`config.mk`:
```
export PLATFORM = sky130hd
export DESIGN_NAME = rw_manager_ac_issue_flat
export DESIGN_NICKNAME = d
export VERILOG_FILES = /design/src/rtl/rw_manager_ac_pkg.sv /design/src/rtl/rw_manager_ac_issue_if.sv /design/src/rtl/rw_manager_ac_decode.sv /design/src/rtl/rw_manager_ac_issue.sv /design/src/flat_wrapper.sv
export SDC_FILE = /design/constraint.sdc
export NUM_CORES = 1
export LEC_CHECK = 0
export CAP_MARGIN = 30
export CELL_PAD_IN_SITES_DETAIL_PLACEMENT = 1
export CELL_PAD_IN_SITES_GLOBAL_PLACEMENT = 2
export CORE_AREA = 2 2 118 91
export CTS_CLUSTER_SIZE = 24
export DETAILED_ROUTE_END_ITERATION = 10
export DIE_AREA = 0 0 120 93
export PLACE_DENSITY_LB_ADDON = 0.1
export SETUP_SLACK_MARGIN = 0.5
export SKIP_LAST_GASP = 1
export SYNTH_ARGS = -nofsm -noshare
export SYNTH_HDL_FRONTEND = slang
export SYNTH_HIERARCHICAL = 1
export SYNTH_SLANG_ARGS = --single-unit
```
`constraint.sdc`:
```
create_clock -name clock -period 5.36 [get_ports clock]
set_clock_uncertainty 0.15 [all_clocks]
set_input_delay 1.072 -clock clock [delete_from_list [all_inputs] [get_ports clock]]
set_output_delay 1.072 -clock clock [all_outputs]
set_load 0.02 [all_outputs]
```
`src/rtl/rw_manager_ac_pkg.sv`:
```
// Shared definitions for the AC issue engine and its output decoder.
// ROM word layout, engine states and pin bundle types.
package rw_manager_ac_pkg;

    localparam int A_LSB       = 0;
    localparam int A_W         = 16;
    localparam int BA_LSB      = 16;
    localparam int BA_W        = 3;
    localparam int WE_N_BIT    = 19;
    localparam int CAS_N_BIT   = 20;
    localparam int RAS_N_BIT   = 21;
    localparam int ODT_BIT     = 22;
    localparam int CS_N_BIT    = 23;
    localparam int RD_BIT      = 24;
    localparam int WR_BIT      = 25;
    localparam int CKE_BIT     = 26;
    localparam int RESET_N_BIT = 27;
    localparam int FIELD_W     = 28;

    typedef enum logic [1:0] {
        ST_IDLE,
        ST_ISSUE,
        ST_DRAIN
    } state_e;

    typedef struct packed {
        logic [A_W-1:0]  a;
        logic [BA_W-1:0] ba;
        logic            cs_n;
        logic            ras_n;
        logic            cas_n;
        logic            we_n;
        logic            odt;
        logic            cke;
        logic            reset_n;
        logic            rd_issue;
        logic            wr_issue;
    } ac_pins_t;

    typedef struct packed {
        logic cs_n;
        logic ras_n;
        logic cas_n;
        logic we_n;
        logic rd_issue;
        logic wr_issue;
    } ac_cmd_t;

    localparam ac_cmd_t AC_CMD_NOP = '{
        cs_n: 1'b1, ras_n: 1'b1, cas_n: 1'b1, we_n: 1'b1,
        rd_issue: 1'b0, wr_issue: 1'b0
    };

    localparam ac_pins_t AC_PINS_RST = '{
        a: '0, ba: '0,
        cs_n: 1'b1, ras_n: 1'b1, cas_n: 1'b1, we_n: 1'b1,
        odt: 1'b0, cke: 1'b0, reset_n: 1'b0,
        rd_issue: 1'b0, wr_issue: 1'b0
    };

    function automatic ac_pins_t unpack_word(input logic [FIELD_W-1:0] w);
        ac_pins_t p;
        p.a        = w[A_LSB +: A_W];
        p.ba       = w[BA_LSB +: BA_W];
        p.we_n     = w[WE_N_BIT];
        p.cas_n    = w[CAS_N_BIT];
        p.ras_n    = w[RAS_N_BIT];
        p.odt      = w[ODT_BIT];
        p.cs_n     = w[CS_N_BIT];
        p.rd_issue = w[RD_BIT];
        p.wr_issue = w[WR_BIT];
        p.cke      = w[CKE_BIT];
        p.reset_n  = w[RESET_N_BIT];
        return p;
    endfunction

endpackage

```
`src/rtl/rw_manager_ac_issue_if.sv`:
```
// Sequence request handshake between the calibration sequencer
// (master) and the AC issue engine (slave).
interface rw_manager_ac_issue_if #(
    parameter int ADDR_W = 6
) ();

    logic              cmd_valid;
    logic              cmd_ready;
    logic [ADDR_W-1:0] cmd_start;
    logic [ADDR_W-1:0] cmd_len;
    logic [7:0]        cmd_repeat;
    logic              abort;
    logic              busy;
    logic              done;

    modport master (
        output cmd_valid,
        output cmd_start,
        output cmd_len,
        output cmd_repeat,
        output abort,
        input  cmd_ready,
        input  busy,
        input  done
    );

    modport slave (
        input  cmd_valid,
        input  cmd_start,
        input  cmd_len,
        input  cmd_repeat,
        input  abort,
        output cmd_ready,
        output busy,
        output done
    );

endinterface

```
`src/rtl/rw_manager_ac_decode.sv`:
```
// Registered ROM-word unpack with NOP insertion on idle cycles.
// Address, bank, odt, cke and reset_n hold while no word is loaded.
module rw_manager_ac_decode
    import rw_manager_ac_pkg::*;
#(
    parameter int DATA_W = 32
) (
    input  logic              clock,
    input  logic              reset_n,
    input  logic              valid_i,
    input  logic [DATA_W-1:0] word_i,
    output logic              valid_o,
    output ac_pins_t          pins_o
);

    ac_pins_t pins_d;
    ac_pins_t pins_q;
    logic     valid_d;
    logic     valid_q;
    logic     unused_rsvd;

    assign unused_rsvd = ^word_i[DATA_W-1:FIELD_W];

    // Load a fresh word, or force the command pins to NOP.
    always_comb begin
        pins_d  = pins_q;
        valid_d = 1'b0;
        if (valid_i) begin
            pins_d  = unpack_word(word_i[FIELD_W-1:0]);
            valid_d = 1'b1;
        end else begin
            pins_d.cs_n     = AC_CMD_NOP.cs_n;
            pins_d.ras_n    = AC_CMD_NOP.ras_n;
            pins_d.cas_n    = AC_CMD_NOP.cas_n;
            pins_d.we_n     = AC_CMD_NOP.we_n;
            pins_d.rd_issue = AC_CMD_NOP.rd_issue;
            pins_d.wr_issue = AC_CMD_NOP.wr_issue;
        end
    end

    // Output pin register.
    always_ff @(posedge clock or negedge reset_n) begin
        if (!reset_n) begin
            pins_q  <= AC_PINS_RST;
            valid_q <= 1'b0;
        end else begin
            pins_q  <= pins_d;
            valid_q <= valid_d;
        end
    end

    assign valid_o = valid_q;
    assign pins_o  = pins_q;

endmodule

```
`src/rtl/rw_manager_ac_issue.sv`:
```
// AC issue engine: walks ROM addresses, tracks ROM latency with a
// valid shift register and feeds the registered pin decoder.
module rw_manager_ac_issue
    import rw_manager_ac_pkg::*;
#(
    parameter int ADDR_W  = 6,
    parameter int DATA_W  = 32,
    parameter int ROM_LAT = 2
) (
    input  logic                clock,
    input  logic                reset_n,
    rw_manager_ac_issue_if.slave cmd,
    output logic [ADDR_W-1:0]   rom_rdaddress,
    input  logic [DATA_W-1:0]   rom_q,
    output logic                ac_valid,
    output logic [15:0]         mem_a,
    output logic [2:0]          mem_ba,
    output logic                mem_cs_n,
    output logic                mem_ras_n,
    output logic                mem_cas_n,
    output logic                mem_we_n,
    output logic                mem_odt,
    output logic                mem_cke,
    output logic                mem_reset_n,
    output logic                rd_issue,
    output logic                wr_issue
);

    state_e             state_d;
    state_e             state_q;
    logic [ADDR_W-1:0]  addr_d;
    logic [ADDR_W-1:0]  addr_q;
    logic [ADDR_W-1:0]  word_d;
    logic [ADDR_W-1:0]  word_q;
    logic [ADDR_W-1:0]  start_d;
    logic [ADDR_W-1:0]  start_q;
    logic [ADDR_W-1:0]  len_d;
    logic [ADDR_W-1:0]  len_q;
    logic [7:0]         pass_d;
    logic [7:0]         pass_q;
    logic [ROM_LAT-1:0] vld_d;
    logic [ROM_LAT-1:0] vld_q;
    logic               done_c;
    logic               abort_c;
    logic               dec_valid;
    ac_pins_t           pins;

    assign abort_c = cmd.abort && (state_q != ST_IDLE);

    // Next-state, counters and latency tracking; abort wins over all.
    always_comb begin
        state_d = state_q;
        addr_d  = addr_q;
        word_d  = word_q;
        start_d = start_q;
        len_d   = len_q;
        pass_d  = pass_q;
        vld_d   = vld_q;
        done_c  = 1'b0;
        unique case (state_q)
            ST_IDLE: begin
                if (cmd.cmd_valid) begin
                    start_d = cmd.cmd_start;
                    len_d   = cmd.cmd_len;
                    pass_d  = cmd.cmd_repeat;
                    addr_d  = cmd.cmd_start;
                    word_d  = '0;
                    state_d = ST_ISSUE;
                end
            end
            ST_ISSUE: begin
                vld_d = (vld_q << 1) | ROM_LAT'(1);
                if (word_q == len_q) begin
                    if (pass_q != 8'd0) begin
                        pass_d = pass_q - 8'd1;
                        addr_d = start_q;
                        word_d = '0;
                    end else begin
                        addr_d  = addr_q + ADDR_W'(1);
                        state_d = ST_DRAIN;
                    end
                end else begin
                    addr_d = addr_q + ADDR_W'(1);
                    word_d = word_q + ADDR_W'(1);
                end
            end
            ST_DRAIN: begin
                vld_d = vld_q << 1;
                if (vld_q == '0) begin
                    done_c  = 1'b1;
                    state_d = ST_IDLE;
                end
            end
            default: begin
                state_d = ST_IDLE;
            end
        endcase
        if (abort_c) begin
            vld_d   = '0;
            state_d = ST_IDLE;
            done_c  = 1'b0;
        end
    end

    // Engine state and counter registers.
    always_ff @(posedge clock or negedge reset_n) begin
        if (!reset_n) begin
            state_q <= ST_IDLE;
            addr_q  <= '0;
            word_q  <= '0;
            start_q <= '0;
            len_q   <= '0;
            pass_q  <= '0;
            vld_q   <= '0;
        end else begin
            state_q <= state_d;
            addr_q  <= addr_d;
            word_q  <= word_d;
            start_q <= start_d;
            len_q   <= len_d;
            pass_q  <= pass_d;
            vld_q   <= vld_d;
        end
    end

    assign dec_valid     = vld_q[ROM_LAT-1] && !abort_c;
    assign rom_rdaddress = addr_q;
    assign cmd.cmd_ready = (state_q == ST_IDLE);
    assign cmd.busy      = (state_q != ST_IDLE);
    assign cmd.done      = done_c;

    rw_manager_ac_decode #(
        .DATA_W (DATA_W)
    ) u_decode (
        .clock   (clock),
        .reset_n (reset_n),
        .valid_i (dec_valid),
        .word_i  (rom_q),
        .valid_o (ac_valid),
        .pins_o  (pins)
    );

    assign mem_a       = pins.a;
    assign mem_ba      = pins.ba;
    assign mem_cs_n    = pins.cs_n;
    assign mem_ras_n   = pins.ras_n;
    assign mem_cas_n   = pins.cas_n;
    assign mem_we_n    = pins.we_n;
    assign mem_odt     = pins.odt;
    assign mem_cke     = pins.cke;
    assign mem_reset_n = pins.reset_n;
    assign rd_issue    = pins.rd_issue;
    assign wr_issue    = pins.wr_issue;

endmodule

```
`src/flat_wrapper.sv`:
```
// flat-port wrapper written by rule: the top's interface ports become plain ports
module rw_manager_ac_issue_flat import rw_manager_ac_pkg::*;
#(
    parameter int ADDR_W  = 6,
    parameter int DATA_W  = 32,
    parameter int ROM_LAT = 2
)
  (clock, reset_n, rom_rdaddress, rom_q, ac_valid, mem_a, mem_ba, mem_cs_n, mem_ras_n, mem_cas_n, mem_we_n, mem_odt, mem_cke, mem_reset_n, rd_issue, wr_issue, cmd_cmd_valid, cmd_cmd_start, cmd_cmd_len, cmd_cmd_repeat, cmd_abort, cmd_cmd_ready, cmd_busy, cmd_done);
  rw_manager_ac_issue_if #(.ADDR_W(ADDR_W)) cmd_i ();
  input  logic clock;
  input  logic reset_n;
  output logic [ADDR_W-1:0] rom_rdaddress;
  input  logic [DATA_W-1:0] rom_q;
  output logic ac_valid;
  output logic [15:0] mem_a;
  output logic [2:0] mem_ba;
  output logic mem_cs_n;
  output logic mem_ras_n;
  output logic mem_cas_n;
  output logic mem_we_n;
  output logic mem_odt;
  output logic mem_cke;
  output logic mem_reset_n;
  output logic rd_issue;
  output logic wr_issue;
  input wire logic [$bits(cmd_i.cmd_valid)-1:0] cmd_cmd_valid;
  input wire logic [$bits(cmd_i.cmd_start)-1:0] cmd_cmd_start;
  input wire logic [$bits(cmd_i.cmd_len)-1:0] cmd_cmd_len;
  input wire logic [$bits(cmd_i.cmd_repeat)-1:0] cmd_cmd_repeat;
  input wire logic [$bits(cmd_i.abort)-1:0] cmd_abort;
  output wire logic [$bits(cmd_i.cmd_ready)-1:0] cmd_cmd_ready;
  output wire logic [$bits(cmd_i.busy)-1:0] cmd_busy;
  output wire logic [$bits(cmd_i.done)-1:0] cmd_done;
  assign cmd_i.cmd_valid = cmd_cmd_valid;
  assign cmd_i.cmd_start = cmd_cmd_start;
  assign cmd_i.cmd_len = cmd_cmd_len;
  assign cmd_i.cmd_repeat = cmd_cmd_repeat;
  assign cmd_i.abort = cmd_abort;
  assign cmd_cmd_ready = cmd_i.cmd_ready;
  assign cmd_busy = cmd_i.busy;
  assign cmd_done = cmd_i.done;
  rw_manager_ac_issue #(.ADDR_W(ADDR_W), .DATA_W(DATA_W), .ROM_LAT(ROM_LAT)) u_core (.clock(clock), .reset_n(reset_n), .cmd(cmd_i), .rom_rdaddress(rom_rdaddress), .rom_q(rom_q), .ac_valid(ac_valid), .mem_a(mem_a), .mem_ba(mem_ba), .mem_cs_n(mem_cs_n), .mem_ras_n(mem_ras_n), .mem_cas_n(mem_cas_n), .mem_we_n(mem_we_n), .mem_odt(mem_odt), .mem_cke(mem_cke), .mem_reset_n(mem_reset_n), .rd_issue(rd_issue), .wr_issue(wr_issue));
endmodule
```
==> metrics.cfg <==
[detailed_routing]
via_count = 2374
drt_first_pass_iters = 6
vias_per_cell = 4.701
first_iter_violations = 100
finalWirelength_um = 8052
wire_per_inst_um = 15.94
ant_nets = 0
drc = 0

[synth]
synth_enable_flop_cells = 0
syn_area_mm2 = 0.003146
synth_top_flop_cell = dfrtp_1
yosysUniqueCellTypes = 58
synth-simple-area-share_pct = 17.42
synth_top_area_cell = dfrtp_1
ys_warn_count = 6
synth_top_area_share_pct = 48.53
yosysSeqAreaShare_pct = 51.87
syn_nets = 334
async_flop_share_pct = 100.0
synthCells = 274
synth.avg_cell_area_um2 = 11.48
yosys.area_share.adder_pct = 1.591
synth_top_family_by_area = simple AND/OR/NAND/NOR gates
synth_seq_cells = 65
yosys.area_share.xor_xnor_pct = 3.819
synthTopCellsByArea = dfrtp_1, mux2_4, nand2_1
synthMuxAreaShare_pct = 11.18
synth_compound_area_share_pct = 10.54

[power]
clockPowerShare_pct = 25.6
p_int_mw = 1.528
power.switching_mw = 0.7665
power_density_mw_per_mm2 = 513.0
p_seq_share_pct = 35.0
comb_power_share_pct = 39.4
ir_drop_mv = 0.1856
swShare_pct = 33.41
p_leak_nw = 1.913

[clocking]
ctsHoldBuffers = 0
cts_root_buf = clkbuf_16
cts.sinks = 65
postCtsSetupBuffers = 0
cts_buffers = 9
ctsHtreeMaxLevel = 3
path_clk_slew_ps = 50
ctsResizeCount = 0
insertion_delay_ps = 330
cts_tree = done
cts_buffer_depth = 2

[placed_design]
post-dp-hpwl_um = 5684
place_congestion = 0.7189
io_buffers = 89
dp_cells = 490

[finish]
final_nets = 425
multiInputGateArea_mm2 = 0.001413
fin_cells = 505
area_growth_syn_to_layout_pct = 42.16
regArea_mm2 = 0.001632
drive_above_1_share_pct = 15.72
insertedDiodeCount = 0
fillCellCount = 1102

[hold_path]
hold_class = reg2reg

[worst_setup_path]
cp-end-kind = output pin
worst_setup_path_start_kind = primary input
worstPathRequired_ps = 4140
critPathArrivalTime_ps = 2590
worstSetupPathType = in2out
crit_fanout = 6

[timing]
rsz0062_at_grt = no
tightest_slew_ps = 878.6
slew_viol_final = 0
max_slew_margin_pct = 41.29
setup_viol = 0
tns_ps = 0
min_period_ps = 3813
finalHoldViolCount = 0
min_period_over_period_pct = 71.14
fmax_mhz = 262.2
whs_ps = 328.3

[global_routing]
overflow = 0
grt_max_degree = 30
grt_pass1_wl_um = 13520
grt_antenna_before_repair = 0
grt_pass1_vias = 2541
grt_usage_pct = 15.79

[floorplanning]
fp.dieW_um = 120
initial_core_util_pct = 31.30
io_pins = 94
die_area_mm2 = 0.01116
rows = 32
core_mm2 = 0.01005
dieHeight_um = 93

[status]
run_status = finished clean

[run]
drv_cap = 0

worst max-delay path, stage by stage:
cell and delay, ps:
clkdlybuf4s50_1 540, nor4_1 310, clkdlybuf4s50_1 660
path summary, 6_finish.rpt:
path / slack (ps) / depth (start not counted) / from / to
worst max-delay path: 1550 / 3 / cmd_abort / cmd_done
min in group asynchronous: 500 / 1 / reset_n / u_core/pass_q[0]
worst min-delay path: 330 / 2 / u_core/start_q[2] / u_core/start_q[2]
max in group asynchronous: 3680 / 3 / reset_n / u_core/state_q[0]
worst max register to register: 2790 / 5 / u_core/state_q[0] / u_core/word_q[2]
worst min register to register: 330 / 2 / u_core/start_q[2] / u_core/start_q[2]
state kept, by name, summed over array words and instances (netlist names):
name and flops:
u_core/pass_q 8, u_core/vld_q 2, u_core/start_q 6, u_core/rom_rdaddress 6, u_core/state_q 2, u_core/word_q 6, u_core/u_decode/pins_o 28, u_core/len_q 6
u_core/u_decode/valid_o 1
cell usage after synthesis (2+ instances only):
| cell | number |
|---|---|
| buf_2 | 5 |
| nand2_1 | 52 |
| a22oi_1 | 3 |
| mux2_2 | 9 |
| nor3_1 | 2 |
| mux2i_1 | 4 |
| o22a_1 | 2 |
| a22o_1 | 3 |
| and2_1 | 6 |
| nand3_1 | 8 |
| inv_1 | 5 |
| o21ai_0 | 9 |
| a221o_1 | 3 |
| o211ai_1 | 4 |
| buf_6 | 3 |
| nor2_1 | 11 |
| xor2_1 | 4 |
| ha_1 | 4 |
| mux2_4 | 14 |
| xnor2_1 | 6 |
| xnor2_2 | 2 |
| a21boi_0 | 2 |
| dfrtp_1 | 61 |
| a31oi_1 | 3 |
| nand2b_1 | 8 |
| nor4_1 | 2 |
| nor2b_1 | 4 |
| dfstp_2 | 4 |
| a21oi_1 | 2 |
routing by layer:
| metal | global-route usage (%) | wire length (µm) |
|---|---|---|
| met3 | 5.732 | 298 |
| met2 | 25.00 | 3769 |
| met5 | 0 | 0 |
| met4 | 3.824 | 60 |
| met1 | 20.63 | 3923 |
layout by cell type (no fill, tap or decap), drive strengths merged, types with 7 or more instances in the layout:
| cell | netlist | routed |
|---|---|---|
| nand3 | 9 | 9 |
| xnor2 | 8 | 8 |
| mux2 | 23 | 23 |
| o21ai | 9 | 9 |
| nor2 | 12 | 12 |
| and2 | 7 | 7 |
| clkbuf | 1 | 13 |
| nand2b | 8 | 8 |
| clkdlybuf4s50 | 0 | 88 |
| nand2 | 52 | 52 |
| dfrtp | 61 | 61 |
cells by family (layout without fill, tap and decap cells):
kind of cell | Yosys count | in the layout
DFF | 65 | 65
buffers and inverters | 17 | 112
muxes | 27 | 27
AOI/OAI and AO/OA | 42 | 42
xor gates and xnor gates | 12 | 12
and+or+nand+nor | 107 | 107
adders and majority gates | 4 | 4
power by group through the flow:
stage               clock (mW)  combinational [mW]  sequential [mW]
floorplan                    0               0.409            0.925
global placement             0               0.890            0.804
detailed placement           0               0.912            0.812
CTS                      0.610               0.917            0.805
global route             0.635               0.976            0.835
finish                   0.587               0.903            0.804
through the flow:
stage	power (mW)	util [%]	cell area, µm²	worst slack [ps]
final	2.294	44.50	4472	1547
after global routing	2.445	44.50	4472	1420
after CTS	2.332	44.50	4472	1540
after detailed placement	1.724	41.53	4174	1551
after global placement	1.694	41.06	4126	1539
after floorplan	1.334	-	3146	2356
area by class of cell:
cell class              instances  area share, %
multi-input cells             192          31.59
clock buffers                  13          5.820
flip-flops and latches         65          36.49
well taps                     136          3.805
clock inverters                 2         0.8394
inverters                       5         0.4197
repair buffers                 92          21.04
Power figures use the tool's default switching activity.
